===== src/rtl/uart_tx_pkg.sv =====
// Shared types and helpers for the UART transmit path.
// Data helpers are sized for the widest character any engine instance supports.
package uart_tx_pkg;

  localparam int unsigned MAX_DATA_W = 9;

  typedef enum logic [2:0] {
    IDLE,
    START,
    DATA,
    PARITY,
    STOP
  } state_e;

  typedef enum logic [1:0] {
    STOP_1,
    STOP_1P5,
    STOP_2
  } stop_len_e;

  function automatic logic [3:0] clamp_len(input logic [3:0] cfg_data_bits,
                                           input int unsigned max_bits);
    logic [3:0] len;
    if (cfg_data_bits < 4'd5)
      len = 4'd5;
    else if (32'(cfg_data_bits) > max_bits)
      len = 4'(max_bits);
    else
      len = cfg_data_bits;
    return len;
  endfunction

  // Only bits below len contribute; stick parity forces the inverse of eps.
  function automatic logic parity_bit(input logic [MAX_DATA_W-1:0] data,
                                      input logic [3:0]            len,
                                      input logic                  eps,
                                      input logic                  stick);
    logic x;
    x = 1'b0;
    for (int i = 0; i < int'(MAX_DATA_W); i++)
      if (i < int'(len)) x = x ^ data[i];
    if (stick)
      return ~eps;
    return eps ? x : ~x;
  endfunction

endpackage


===== src/rtl/uart_bit_timer.sv =====
// Oversample tick down-counter: loads on bit entry, decrements on each tick,
// flags done on the tick that finds it at zero.
module uart_bit_timer #(
  parameter int unsigned W = 5
) (
  input  logic         clk,
  input  logic         rst,
  input  logic         i_load,
  input  logic [W-1:0] i_load_val,
  input  logic         i_tick,
  output logic         o_done
);

  logic [W-1:0] r_cnt;

  always_ff @(posedge clk) begin
    if (rst)
      r_cnt <= '0;
    else if (i_load)
      r_cnt <= i_load_val;
    else if (i_tick && (r_cnt != '0))
      r_cnt <= r_cnt - W'(1);
  end

  assign o_done = i_tick & (r_cnt == '0);

endmodule


===== src/rtl/uart_tx_gen.sv =====
// UART transmit engine: one character per valid/ready transfer, framed as
// start, 5..MAX_DATA_BITS data bits LSB first, optional parity, 1/1.5/2 stop.
//
// state  | meaning
// IDLE   | line high, ready for a character
// START  | start bit (low)
// DATA   | shifting data bits out, LSB first
// PARITY | parity bit
// STOP   | stop bit(s), high
module uart_tx_gen
  import uart_tx_pkg::*;
#(
  parameter int unsigned OVERSAMPLE    = 16,
  parameter int unsigned MAX_DATA_BITS = 9
) (
  input  logic                     clk,
  input  logic                     rst,
  input  logic                     baud_pulse,
  input  logic [3:0]               cfg_data_bits,
  input  logic                     cfg_pen,
  input  logic                     cfg_eps,
  input  logic                     cfg_stick,
  input  logic                     cfg_stb,
  input  logic                     set_break,
  input  logic                     s_valid,
  input  logic [MAX_DATA_BITS-1:0] s_data,
  output logic                     s_ready,
  output logic                     tx,
  output logic                     busy,
  output logic                     sreg_empty,
  output logic                     char_done
);

  localparam int unsigned TW = $clog2(2 * OVERSAMPLE);
  localparam logic [TW-1:0] LD_BIT = TW'(OVERSAMPLE - 1);
  localparam logic [TW-1:0] LD_1P5 = TW'((3 * OVERSAMPLE) / 2 - 1);
  localparam logic [TW-1:0] LD_2   = TW'(2 * OVERSAMPLE - 1);

  state_e                   r_state;
  state_e                   w_state_nxt;
  logic [MAX_DATA_BITS-1:0] r_shift;
  logic [3:0]               r_len;
  logic [3:0]               r_bit_cnt;
  logic                     r_pen;
  logic                     r_par;
  stop_len_e                r_stop_len;
  logic                     r_tx;
  logic                     r_char_done;

  logic                     w_xfer;
  logic                     w_timer_done;
  logic                     w_bit_end;
  logic                     w_load;
  logic [TW-1:0]            w_load_val;
  logic                     w_tx_bit;
  logic [3:0]               w_len;
  stop_len_e                w_stop_len;

  assign s_ready   = (r_state == IDLE) & ~rst;
  assign w_xfer    = s_valid & s_ready;
  assign w_len     = clamp_len(cfg_data_bits, MAX_DATA_BITS);
  assign w_bit_end = w_timer_done & (r_state != IDLE);
  assign w_load    = w_xfer | w_bit_end;

  always_comb begin
    w_stop_len = STOP_1;
    if (cfg_stb)
      w_stop_len = (w_len == 4'd5) ? STOP_1P5 : STOP_2;
  end

  uart_bit_timer #(
    .W(TW)
  ) u_bit_timer (
    .clk        (clk),
    .rst        (rst),
    .i_load     (w_load),
    .i_load_val (w_load_val),
    .i_tick     (baud_pulse),
    .o_done     (w_timer_done)
  );

  always_ff @(posedge clk) begin
    if (rst)
      r_state <= IDLE;
    else
      r_state <= w_state_nxt;
  end

  always_comb begin
    w_state_nxt = r_state;
    unique case (r_state)
      IDLE:    if (w_xfer) w_state_nxt = START;
      START:   if (w_bit_end) w_state_nxt = DATA;
      DATA:    if (w_bit_end && (r_bit_cnt == 4'd0)) w_state_nxt = r_pen ? PARITY : STOP;
      PARITY:  if (w_bit_end) w_state_nxt = STOP;
      STOP:    if (w_bit_end) w_state_nxt = IDLE;
      default: w_state_nxt = IDLE;
    endcase
  end

  always_comb begin
    w_tx_bit   = 1'b1;
    w_load_val = LD_BIT;
    unique case (r_state)
      START:   w_tx_bit = 1'b0;
      DATA:    w_tx_bit = r_shift[0];
      PARITY:  w_tx_bit = r_par;
      default: w_tx_bit = 1'b1;
    endcase
    if (w_state_nxt == STOP) begin
      unique case (r_stop_len)
        STOP_1P5: w_load_val = LD_1P5;
        STOP_2:   w_load_val = LD_2;
        default:  w_load_val = LD_BIT;
      endcase
    end
  end

  assign busy       = (r_state != IDLE);
  assign sreg_empty = !((r_state == START) || (r_state == DATA));

  // Character and framing are frozen at transfer; cfg may change mid-frame.
  always_ff @(posedge clk) begin
    if (rst) begin
      r_shift    <= '0;
      r_len      <= 4'd5;
      r_bit_cnt  <= 4'd0;
      r_pen      <= 1'b0;
      r_par      <= 1'b0;
      r_stop_len <= STOP_1;
    end else if (w_xfer) begin
      r_shift    <= s_data;
      r_len      <= w_len;
      r_pen      <= cfg_pen;
      r_par      <= parity_bit(MAX_DATA_W'(s_data), w_len, cfg_eps, cfg_stick);
      r_stop_len <= w_stop_len;
    end else if (w_bit_end) begin
      if (r_state == START) begin
        r_bit_cnt <= r_len - 4'd1;
      end else if (r_state == DATA) begin
        r_shift <= r_shift >> 1;
        if (r_bit_cnt != 4'd0)
          r_bit_cnt <= r_bit_cnt - 4'd1;
      end
    end
  end

  always_ff @(posedge clk) begin
    if (rst) begin
      r_tx        <= 1'b1;
      r_char_done <= 1'b0;
    end else begin
      r_tx        <= w_tx_bit & ~set_break;
      r_char_done <= w_bit_end & (r_state == STOP);
    end
  end

  assign tx        = r_tx;
  assign char_done = r_char_done;

endmodule


===== config.mk =====
export PLATFORM = sky130hd
export DESIGN_NAME = uart_tx_gen
export DESIGN_NICKNAME = d
export VERILOG_FILES = /design/src/rtl/uart_tx_pkg.sv /design/src/rtl/uart_bit_timer.sv /design/src/rtl/uart_tx_gen.sv
export SDC_FILE = /design/constraint.sdc
export NUM_CORES = 1
export LEC_CHECK = 0
export CORE_UTILIZATION = 45
export CTS_BUF_LIST = sky130_fd_sc_hd__clkbuf_8
export CTS_CLUSTER_DIAMETER = 150
export DETAILED_ROUTE_END_ITERATION = 8
export PLACE_DENSITY = 0.67
export SYNTH_ARGS = -nofsm -noshare
export SYNTH_HDL_FRONTEND = slang
export SYNTH_SLANG_ARGS = --single-unit
export TNS_END_PERCENT = 10

===== constraint.sdc =====
create_clock -name clk -period 2.5 [get_ports clk]
set_input_delay 0.75 -clock clk [delete_from_list [all_inputs] [get_ports clk]]
set_output_delay 0.75 -clock clk [all_outputs]
set_load 0.01 [all_outputs]

==> results of run 1 <==
-- metal layers --
metal | wire length (um) | track usage (%) | up-vias
met4 | 50 | 6.67 | 0
met2 | 1710 | 33.8 | 34
li1 | - | - | 865
met3 | 187 | 5.81 | 7
met1 | 2010 | 27.8 | 773
met5 | 0 | 0 | -
-- layout make-up --
cell class | instances | area share (%)
Sequential cell | 31 | 26.7
Clock inverter | 2 | 1.51
Timing Repair Buffer | 49 | 19.1
Multi-Input combinational cell | 171 | 45.7
Inverter | 5 | 0.809
Tap cell | 48 | 2.59
Clock buffer | 6 | 3.56
-- registers in the layout (all words and copies together), names as in the netlist --
signal             flops
r_state                3
char_done              1
r_stop_len             2
r_len                  4
r_shift                9
r_bit_cnt              4
tx                     1
u_bit_timer.r_cnt      5
r_par                  1
r_pen                  1
-- power groups by stage --
stage	Combinational (mW)	Clock, mW	Sequential, mW
floorplan	0.337	0	0.601
CTS	0.508	0.533	0.601
global route	0.565	0.550	0.608
global placement	0.499	0	0.611
finish	0.507	0.522	0.601
detailed placement	0.506	0	0.612
-- worst max-delay path, cell delays in order --
cell and delay [ps]:
clkdlybuf4s50_1 470, nor2_1 140, dlygate4sd2_1 270
-- per-stage QoR --
stage               TNS [ps]  area, sq um  worst slack [ps]  power, mW
finish                     0         2320               116       1.63
global route               0         2320              53.2       1.72
CTS                        0         2320               112       1.64
detailed placement      -156         2200              -156       1.12
global placement        -142         2200              -142       1.11
floorplan                  0         1760               342      0.938
-- repair_timing --
action,4_1_cts,5_1_grt
gates resized for setup,1,0
endpoints found under the setup margin,1,0
hold buffers,0,0
-- cell families after synthesis --
family                   Yosys count
adder cells (fa/ha/maj)            3
flip-flops                        31
multiplexers                       5
XOR/XNOR                           9
AO/OA/AOI/OAI                     53
AND/OR/NAND/NOR                  101
buffers and inverters             18
-- cells in the final DEF (no fill, tap or decap), types with 3 or more instances in the layout --
master,netlist,routed
a22oi_1,4,4
ha_1,3,3
xor2_1,3,3
a211oi_1,3,3
mux2i_1,5,5
nor3_1,10,10
clkdlybuf4s50_1,0,25
clkbuf_8,0,6
xnor2_1,5,5
buf_4,0,22
nand2b_1,5,5
nand2_1,32,32
dfxtp_1,31,31
o21ai_0,7,7
nor2b_1,4,4
nand3b_1,3,3
inv_1,5,5
nand3_1,3,3
nor2_1,28,28
a311oi_1,6,6
a21oi_1,18,18
-- worst max-delay path by stage --
stage | endpoint | slack (ps) | cells past startpoint
final | s_ready | 120 | 3
after global routing | sreg_empty | 50 | 4
after CTS | sreg_empty | 110 | 4
after detailed placement | s_ready | -160 | 3
after global placement | s_ready | -140 | 3
after floorplan | s_ready | 340 | 3
==> run metrics, run 1 <==
mux contribution to synthesized area=2.85%; pin count of the biggest net entering global routing=27; io pins=27; Worst IR Drop VDD=roughly 340 uV; Synth async-reset ratio=0%; Final Util=a little over three fifths; CP max FO=2; worst setup path class=primary input to output port; Synth area leader=dfxtp_1; Post-Syn Area=1760 sq um; DR vias=1679; Nets=288; reg2reg start=u_bit_timer.r_cnt[0]; layout cells sized above 1=15.2%; count leader, synth=nand2_1; Critical Path RT=1750 ps; EDFF count, synth=0; initial antenna violation count=0; power density cells=between 700 and 800 nW/um^2; Layout area overhead=32.0%; status=complete, no violations; Critical Path Source=rst; Clock Skews=6.88 ps; clock latency on the worst-skew pair=290 ps; unrepaired setup endpoints after global routing=false; Synth Instances=220; clock period minus worst slack=2380 ps; Final Cycle Share=a little over nine tenths; die height=64.5 um; first-pass iteration count of the detailed router=4; CTS Buf Count=5; top post-synthesis cells by count=32 x nand2_1, 31 x dfxtp_1, 28 x nor2_1; first-pass GRT wire length=6890 um; Slew Limit Headroom=~73%; switch share=30.5%; Flop pwr share=36.9%; combinational share of power=31.1%; Synth Flop Type=dfxtp_1; simple-gate share of the synthesized area=29.3%; Critical Path AT=~1600 ps; placed cells=304; GPL Wtd Cong=0.793; number of fill cells in the layout=355; Synth Area in Adders=2.14%; Mapped Nets=245; final slew viol count=0; register area=621 sq um; r2r setup slk=550 ps; final wirelength=3960 um; largest family of logic cells by synthesized area=simple AND/OR/NAND/NOR gates; final hold vios=0; H-tree depth=2; vias in the first global route=1520; Hold Path Origin=r_stop_len[0]; Synth area leaders=dfxtp_1 35%, nand2_1 6.8%, nor2_1 6.0%; Synth cell types=46; FMAX=~0.42 GHz; Hold Crit Depth=2; clock sinks=31; 1st-iter DRT viols=107; hold_ws=463 ps; Die W=64.5 um; Finished Layout Cells=312; total track usage=roughly a fifth; share of Yosys cell area claimed by the top area cell type=between 30% and 40%; core region area=about 3700 sq um; Avg Inst Size Synth=7.99 sq um; drc violations=0; FF-to-FF End=u_bit_timer.r_cnt[4]; Critical Path Start Type=primary input; area of the multi-input gates=1060 sq um; Worst Hold Class=flop to flop; internal power=1.13 mW; # rows=22; Clock power frac=32.0%; post-synthesis register bit count=31; Reg2Reg Depth=8; Hold EP=r_stop_len[0]; CTS max path bufs=2; Net Sw Power=0.497 mW; Die ar.=4160 sq um; CTS tree=built; CTS clock-pin slew for the worst setup and hold paths=roughly 70 ps; yosys synthesis warning count=0; Port Buffers=26; grt ovf=0; Max Cap Viol=0; DR vias/cell=roughly 5.4; post-synthesis xor/xnor area fraction=5.27%; final setup vio count=0; wire length per cell=12.7 um; critical path endpoint category=output port; Seq/Total Area, Yosys=35.3%; n_diodes=0; post-synthesis compound-gate area fraction=20.8%; HPWL Detailed=between 2000 and 3000 um; DRT antenna net count=0; Worst Tran Pin Value=401 ps; post-CTS repair timing setup buffer count=0; Clock Tree Root=clkbuf_8; Starting Density=47.3%; leakage dissipation=0.880 nW
Note: power is estimated with default switching activity, not from simulation.
==> run 2, diff against run 1 <==
--- a/config.mk
+++ b/config.mk
@@ -5,11 +5,13 @@
 export SDC_FILE = /design/constraint.sdc
 export NUM_CORES = 1
 export LEC_CHECK = 0
-export CORE_UTILIZATION = 45
+export CELL_PAD_IN_SITES_DETAIL_PLACEMENT = 1
+export CELL_PAD_IN_SITES_GLOBAL_PLACEMENT = 1
+export CORE_UTILIZATION = 41
 export CTS_BUF_LIST = sky130_fd_sc_hd__clkbuf_8
 export CTS_CLUSTER_DIAMETER = 150
 export DETAILED_ROUTE_END_ITERATION = 8
-export PLACE_DENSITY = 0.67
+export PLACE_DENSITY = 0.8
 export SYNTH_ARGS = -nofsm -noshare
 export SYNTH_HDL_FRONTEND = slang
 export SYNTH_SLANG_ARGS = --single-unit
==> run metrics, run 2 (synthesized netlist as in run 1, its figures left out) <==
DRT antenna net count=0 (unchanged); final hold vios=0 (unchanged); Die W=67.5 um (+4.6%); grt ovf=0 (unchanged); commonest cells after routing, fill and taps aside=32 x nand2_1, 31 x dfxtp_1, 28 x nor2_1; # rows=23 (+4.5%); Flop pwr share=40.7% (+3.8 points); switch share=32.9% (+2.4 points); unrepaired setup endpoints after global routing=false; final wirelength=4490 um (+14%); status=complete, no violations; Final Util=55.8% (-6.7 points); number of fill cells in the layout=510 (+44%); clock latency on the worst-skew pair=280 ps (about the same); Critical Path Start Type=flop; CTS max path bufs=2 (unchanged); Critical Path RT=1750 ps (about the same); CP max FO=11 (+9); CTS clock-pin slew for the worst setup and hold paths=60 ps (about the same); internal power=0.992 mW (-12%); worst setup margin=117 ps (+0.775 ps); register area=621 sq um (unchanged); layout cells sized above 1=13.5% (-1.7 points); pin count of the biggest net entering global routing=37 (+37%); clock sinks=31 (unchanged); worst setup path class=flop to output port; core region area=4060 sq um (+9.2%); combinational share of power=35.1% (+4.0 points); initial antenna violation count=0 (unchanged); Critical Path AT=1630 ps (about the same); io pins=27 (unchanged); Place WS=-117 ps (+38.6 ps); leakage dissipation=0.850 nW (-3.4%); vias in the first global route=1700 (+12%); Clock Tree Root=clkbuf_8; Worst Tran Pin Value=456 ps (+54.3 ps); Worst IR Drop VDD=271 uV (-20%); power density cells=653 nW/um^2 (-7.0%); Starting Density=43.3% (-4.0 points); CTS Hold Buffers Added=0 (unchanged); Nets=286 (-0.69%); Net Sw Power=0.487 mW (-2.1%); final slew viol count=0 (unchanged); DR vias/cell=5.56 (+3.3%); total track usage=22.1% (+0.86 points); GPL Wtd Cong=0.772 (-2.6%); CTS tree=built; Layout area overhead=28.8%; drc violations=0 (unchanged); Post-CTS Resized=1 (unchanged); Port Buffers=26 (unchanged); die height=67.5 um (+4.6%); wire length per cell=14.5 um (+14%); Clock power frac=24.1% (-7.9 points); n_diodes=0 (unchanged); first-pass GRT wire length=7520 um (+9.2%); DR vias=1723 (+2.6%); CTS Buf Count=5 (unchanged); area of the multi-input gates=1060 sq um (unchanged); Slew Limit Headroom=69.5% (-3.6 points); max FFs per register=9 (unchanged); Max Cap Viol=0 (unchanged); most common cell after layout, fill and taps aside=nand2_1; H-tree depth=2 (unchanged); first-pass iteration count of the detailed router=4 (unchanged); FMAX=0.420 GHz (about the same); 1st-iter DRT viols=99 (-7.5%); clock period minus worst slack=2380 ps (-0.775 ps); post-CTS repair timing setup buffer count=0 (unchanged); Worst Hold Class=flop to flop; biggest regs=r_shift x9, u_bit_timer.r_cnt x5; Biggest register=r_shift; Clock Skews=3.76 ps (-3.11 ps); r2r setup slk=440 ps (-110 ps); final setup vio count=0 (unchanged); HPWL Detailed=3360 um (+18%); Die ar.=4550 sq um (+9.5%); critical path endpoint category=output port; Final Cycle Share=95.3% (about the same)
-- run 2: cell type report --
| class | instances | area share, % |
|---|---|---|
| Clock inverter | 1 | 0.166 |
| Multi-Input combinational cell | 171 | 46.8 |
| Timing Repair Buffer | 47 | 19.0 |
| Sequential cell | 31 | 27.4 |
| Clock buffer | 5 | 3.04 |
| Tap cell | 50 | 2.76 |
| Inverter | 5 | 0.829 |
-- run 2: path summary, 6_finish.rpt --
kind            startpoint       endpoint  cells after the start
max             r_state[0]     sreg_empty                      4
min          r_stop_len[0]  r_stop_len[0]                      2
min reg2reg  r_stop_len[0]  r_stop_len[0]                      2
max reg2reg     r_state[0]   r_bit_cnt[2]                      8
-- run 2: power groups by stage --
stage	combinational, mW	clock, mW	sequential [mW]
after floorplan	0.337	0	0.601
after global placement	0.502	0	0.610
after detailed placement	0.521	0	0.613
after CTS	0.526	0.369	0.603
after global routing	0.577	0.384	0.610
final	0.520	0.357	0.602
-- run 2: layer usage --
| metal | vias up | global-route usage (%) | part of all wire, % |
|---|---|---|---|
| met5 | - | 0 | 0 |
| met4 | 0 | 8.78 | 1.1 |
| met3 | 5 | 4.05 | 2.9 |
| met2 | 31 | 37.9 | 49 |
| met1 | 827 | 27.0 | 47 |
| li1 | 860 | - | - |
-- run 2: per-stage QoR --
step	setup TNS [ps]	hold WS (ps)	instances	instance area, sq um	power (mW)
finish	0	466	310	2260	1.48
detailed placement	-151	460	304	2190	1.13
floorplan	0	436	220	1760	0.938
CTS	0	471	310	2260	1.50
global placement	-109	448	304	2190	1.11
global route	0	496	310	2260	1.57
-- run 2: worst max-delay path, stage by stage (launching register included) --
cell and delay, ps:
dfxtp_1 310, buf_4 180, nor2b_1 150, o21bai_1 160, clkdlybuf4s50_1 550
==> RTL edit (config.mk and constraints of run 2) <==
Re-encode `stop_len_e` (3 values) as one-hot, 3 bits wide.
--- a/src/rtl/uart_tx_pkg.sv
+++ b/src/rtl/uart_tx_pkg.sv
@@ -12,10 +12,10 @@
     STOP
   } state_e;
 
-  typedef enum logic [1:0] {
-    STOP_1,
-    STOP_1P5,
-    STOP_2
+  typedef enum logic [2:0] {
+    STOP_1   = 3'b001,
+    STOP_1P5 = 3'b010,
+    STOP_2   = 3'b100
   } stop_len_e;
 
   function automatic logic [3:0] clamp_len(input logic [3:0] cfg_data_bits,
Function: same outputs for any inputs over 10 cycles, from zero or initial values and one cycle with rst high; not proved beyond that.
==> RTL edit against run 2 <==
- combinational power increased by 4.0%
- area after synthesis is 5.9% lower
- fmax down 0.57%
- sequential power is 4.5% higher
- clock power grew 15%
- design area is 5.1% lower
- total power is 6.8% higher
- synthesized cell count is 10% lower
- sequential cell count grew 1
- count of clock-buffer cells in the layout increased by 1
- wire length fell by 4.4%
- register-to-register slack worse by 80 ps
- worst setup slack lost 14 ps
- critical path type is now in2out
==> RTL edit: results (changes against run 2) <==
* Status: finished, final reports clean
* Min-Delay Startpoint: r_stop_len[2]$_SDFFE_PP0P_
* Critical path arrival at 1650 ps (+20 ps)
* Placed cell count at 278 (-8.6%)
* Hold Crit Depth at 2 (unchanged)
* Yosys warns at 0 (unchanged)
* Sequential share of the synthesized area at 38.73% (+3.4 points)
* CP max stage delay at 450 ps (-100 ps)
* Post-synth net total at 222 (-9.4%)
* Top Registers: r_shift x9, u_bit_timer.r_cnt x5
* Worst VDD drop at 0.2963 mV (+9.5%)
* Hold Crit Class: reg2reg
* Crit-path max FO at 2 (-9)
* Min Hold Slack at 483.2 ps (+17.22 ps)
* R2R cell count at 8 (unchanged)
* Final nets at 261 (-8.7%)
* Clk root buf: clkbuf_8
* Global placement routability congestion at 0.8477 (+9.8%)
* Vias at 1581 (-8.2%)
* Share of cells above drive strength 1 at 12.61% (-0.86 points)
* Worst-Skew Late Latency at 280 ps (about the same)
* Routed wire length at 4298 um (-4.4%)
* Worst Max-Slew Pin Slew at 541.2 ps (+85.61 ps)
* Leakage power at 0.7989 nW (-6.1%)
* Psw at 0.5167 mW (+6.1%)
* Filler instances at 466 (-8.6%)
* Hold Path Sink: r_stop_len[2]$_SDFFE_PP0P_
* Tot GR Track Use at 22.01% (-0.12 points)
* Reg2reg setup slack at 360 ps (-80 ps)
* Final Setup Violations at 0 (unchanged)
* Global-route wire length before repair at 7245 um (-3.7%)
* Initial antenna violation count at 0 (unchanged)
* Via/cell ratio at 5.528 (-0.54%)
* RR Startpoint: r_state[1]$_SDFF_PP0_
* Crit-path slowest cell: clkdlybuf4s50_1
* H-Tree Depth at 2 (unchanged)
* Final clock skew at 3.971 ps (+0.2074 ps)
* Post-DP HPWL at 3208 um (-4.4%)
* Post-CTS Setup Bufs at 0 (unchanged)
* Max FFs per register at 9 (unchanged)
* Area contributors post-synth: dfxtp_1 39%, nand2_1 6.8%, nor2_1 5.9%
* Yosys cell types at 41 (-11%)
* Antenna Nets Post-Route at 0 (unchanged)
* Worst-path clk slew at 70 ps
* CTS Buf Count at 5 (unchanged)
* Initial DRC count at 98 (-1.0%)
* List of most frequent post-synthesis cells: 32 x dfxtp_1, 30 x nand2_1, 26 x nor2_1
* Largest net degree at the start of global routing at 34 (-8.1%)
* Post-synthesis cell count at 198 (-10%)
* Reg-to-reg endpoint: r_bit_cnt[2]$_SDFFE_PP0P_
-- RTL edit: cell types whose count changed after synthesis, sizes merged, moves of 3 or more --
cell    before  now
clkbuf       9    5
nor3        13    9
nand2       33   30
a21oi       18   15
nand3b       3    7
a22oi        4    1
-- RTL edit: power groups by stage --
stage | sequential (mW) | combinational, mW | clock, mW
after floorplan | 0.629 | 0.359 | 0
after global placement | 0.634 | 0.506 | 0
after detailed placement | 0.640 | 0.544 | 0
after CTS | 0.629 | 0.549 | 0.417
after global routing | 0.635 | 0.601 | 0.442
final | 0.629 | 0.541 | 0.409
-- RTL edit: worst min-delay path, delay by kind of cell (launching register included) --
kind            cells  cell delay, ps
simple gates        1              60
compound gates      1              50
flops               1             330
-- RTL edit: cells by family (layout without fill, tap and decap cells) --
| group | Yosys count | in the layout | synth area share, % |
|---|---|---|---|
| AO/OA/AOI/OAI | 45 | 45 | 19.14 |
| AND/OR/NAND/NOR | 91 | 91 | 27.69 |
| flip-flops | 32 | 32 | 38.73 |
| adder cells (fa/ha/maj) | 2 | 2 | 1.513 |
| buffers and inverters | 12 | 52 | 3.328 |
| multiplexers | 4 | 4 | 2.421 |
| XOR/XNOR | 12 | 12 | 7.186 |
-- RTL edit: area by class of cell --
class | instances | share of cell area (%)
clock buffers | 6 | 3.846
flip-flops and latches | 32 | 29.84
well taps | 48 | 2.797
inverters | 3 | 0.5245
clock inverters | 2 | 0.4662
repair buffers | 41 | 17.89
multi-input cells | 154 | 44.64
-- RTL edit: through the flow --
stage	instance area [um^2]	power, mW	worst slack (ps)
2_1_floorplan	1654	0.9886	437.0
3_3_place_gp	2056	1.140	-167.5
3_5_place_dp	2056	1.184	-179.2
4_1_cts	2147	1.595	97.47
5_1_grt	2147	1.677	36.96
6_report	2147	1.579	103.7
-- RTL edit: worst max-delay path by stage --
| stage | startpoint | endpoint | slack (ps) |
|---|---|---|---|
| after global routing | rst | r_shift[7]$_SDFFE_PP0P_ | 40 |
| after floorplan | rst | r_shift[3]$_SDFFE_PP0P_ | 440 |
| after CTS | rst | s_ready | 100 |
| final | rst | s_ready | 100 |
| after global placement | rst | s_ready | -170 |
| after detailed placement | rst | s_ready | -180 |
-- RTL edit: what timing repair did --
action                                 in CTS  in global routing
gates resized for setup                     1                  0
setup endpoints to repair                   1                  0
endpoints found under the hold margin       0                  0
-- RTL edit: layer usage --
metal | share of wire (%) | vias to the layer above | track usage, %
met5 | 0 | - | 0
met4 | 1.3 | 0 | 5.163
met3 | 3.5 | 6 | 4.688
met2 | 53 | 31 | 42.91
met1 | 42 | 761 | 23.68
li1 | - | 783 | -
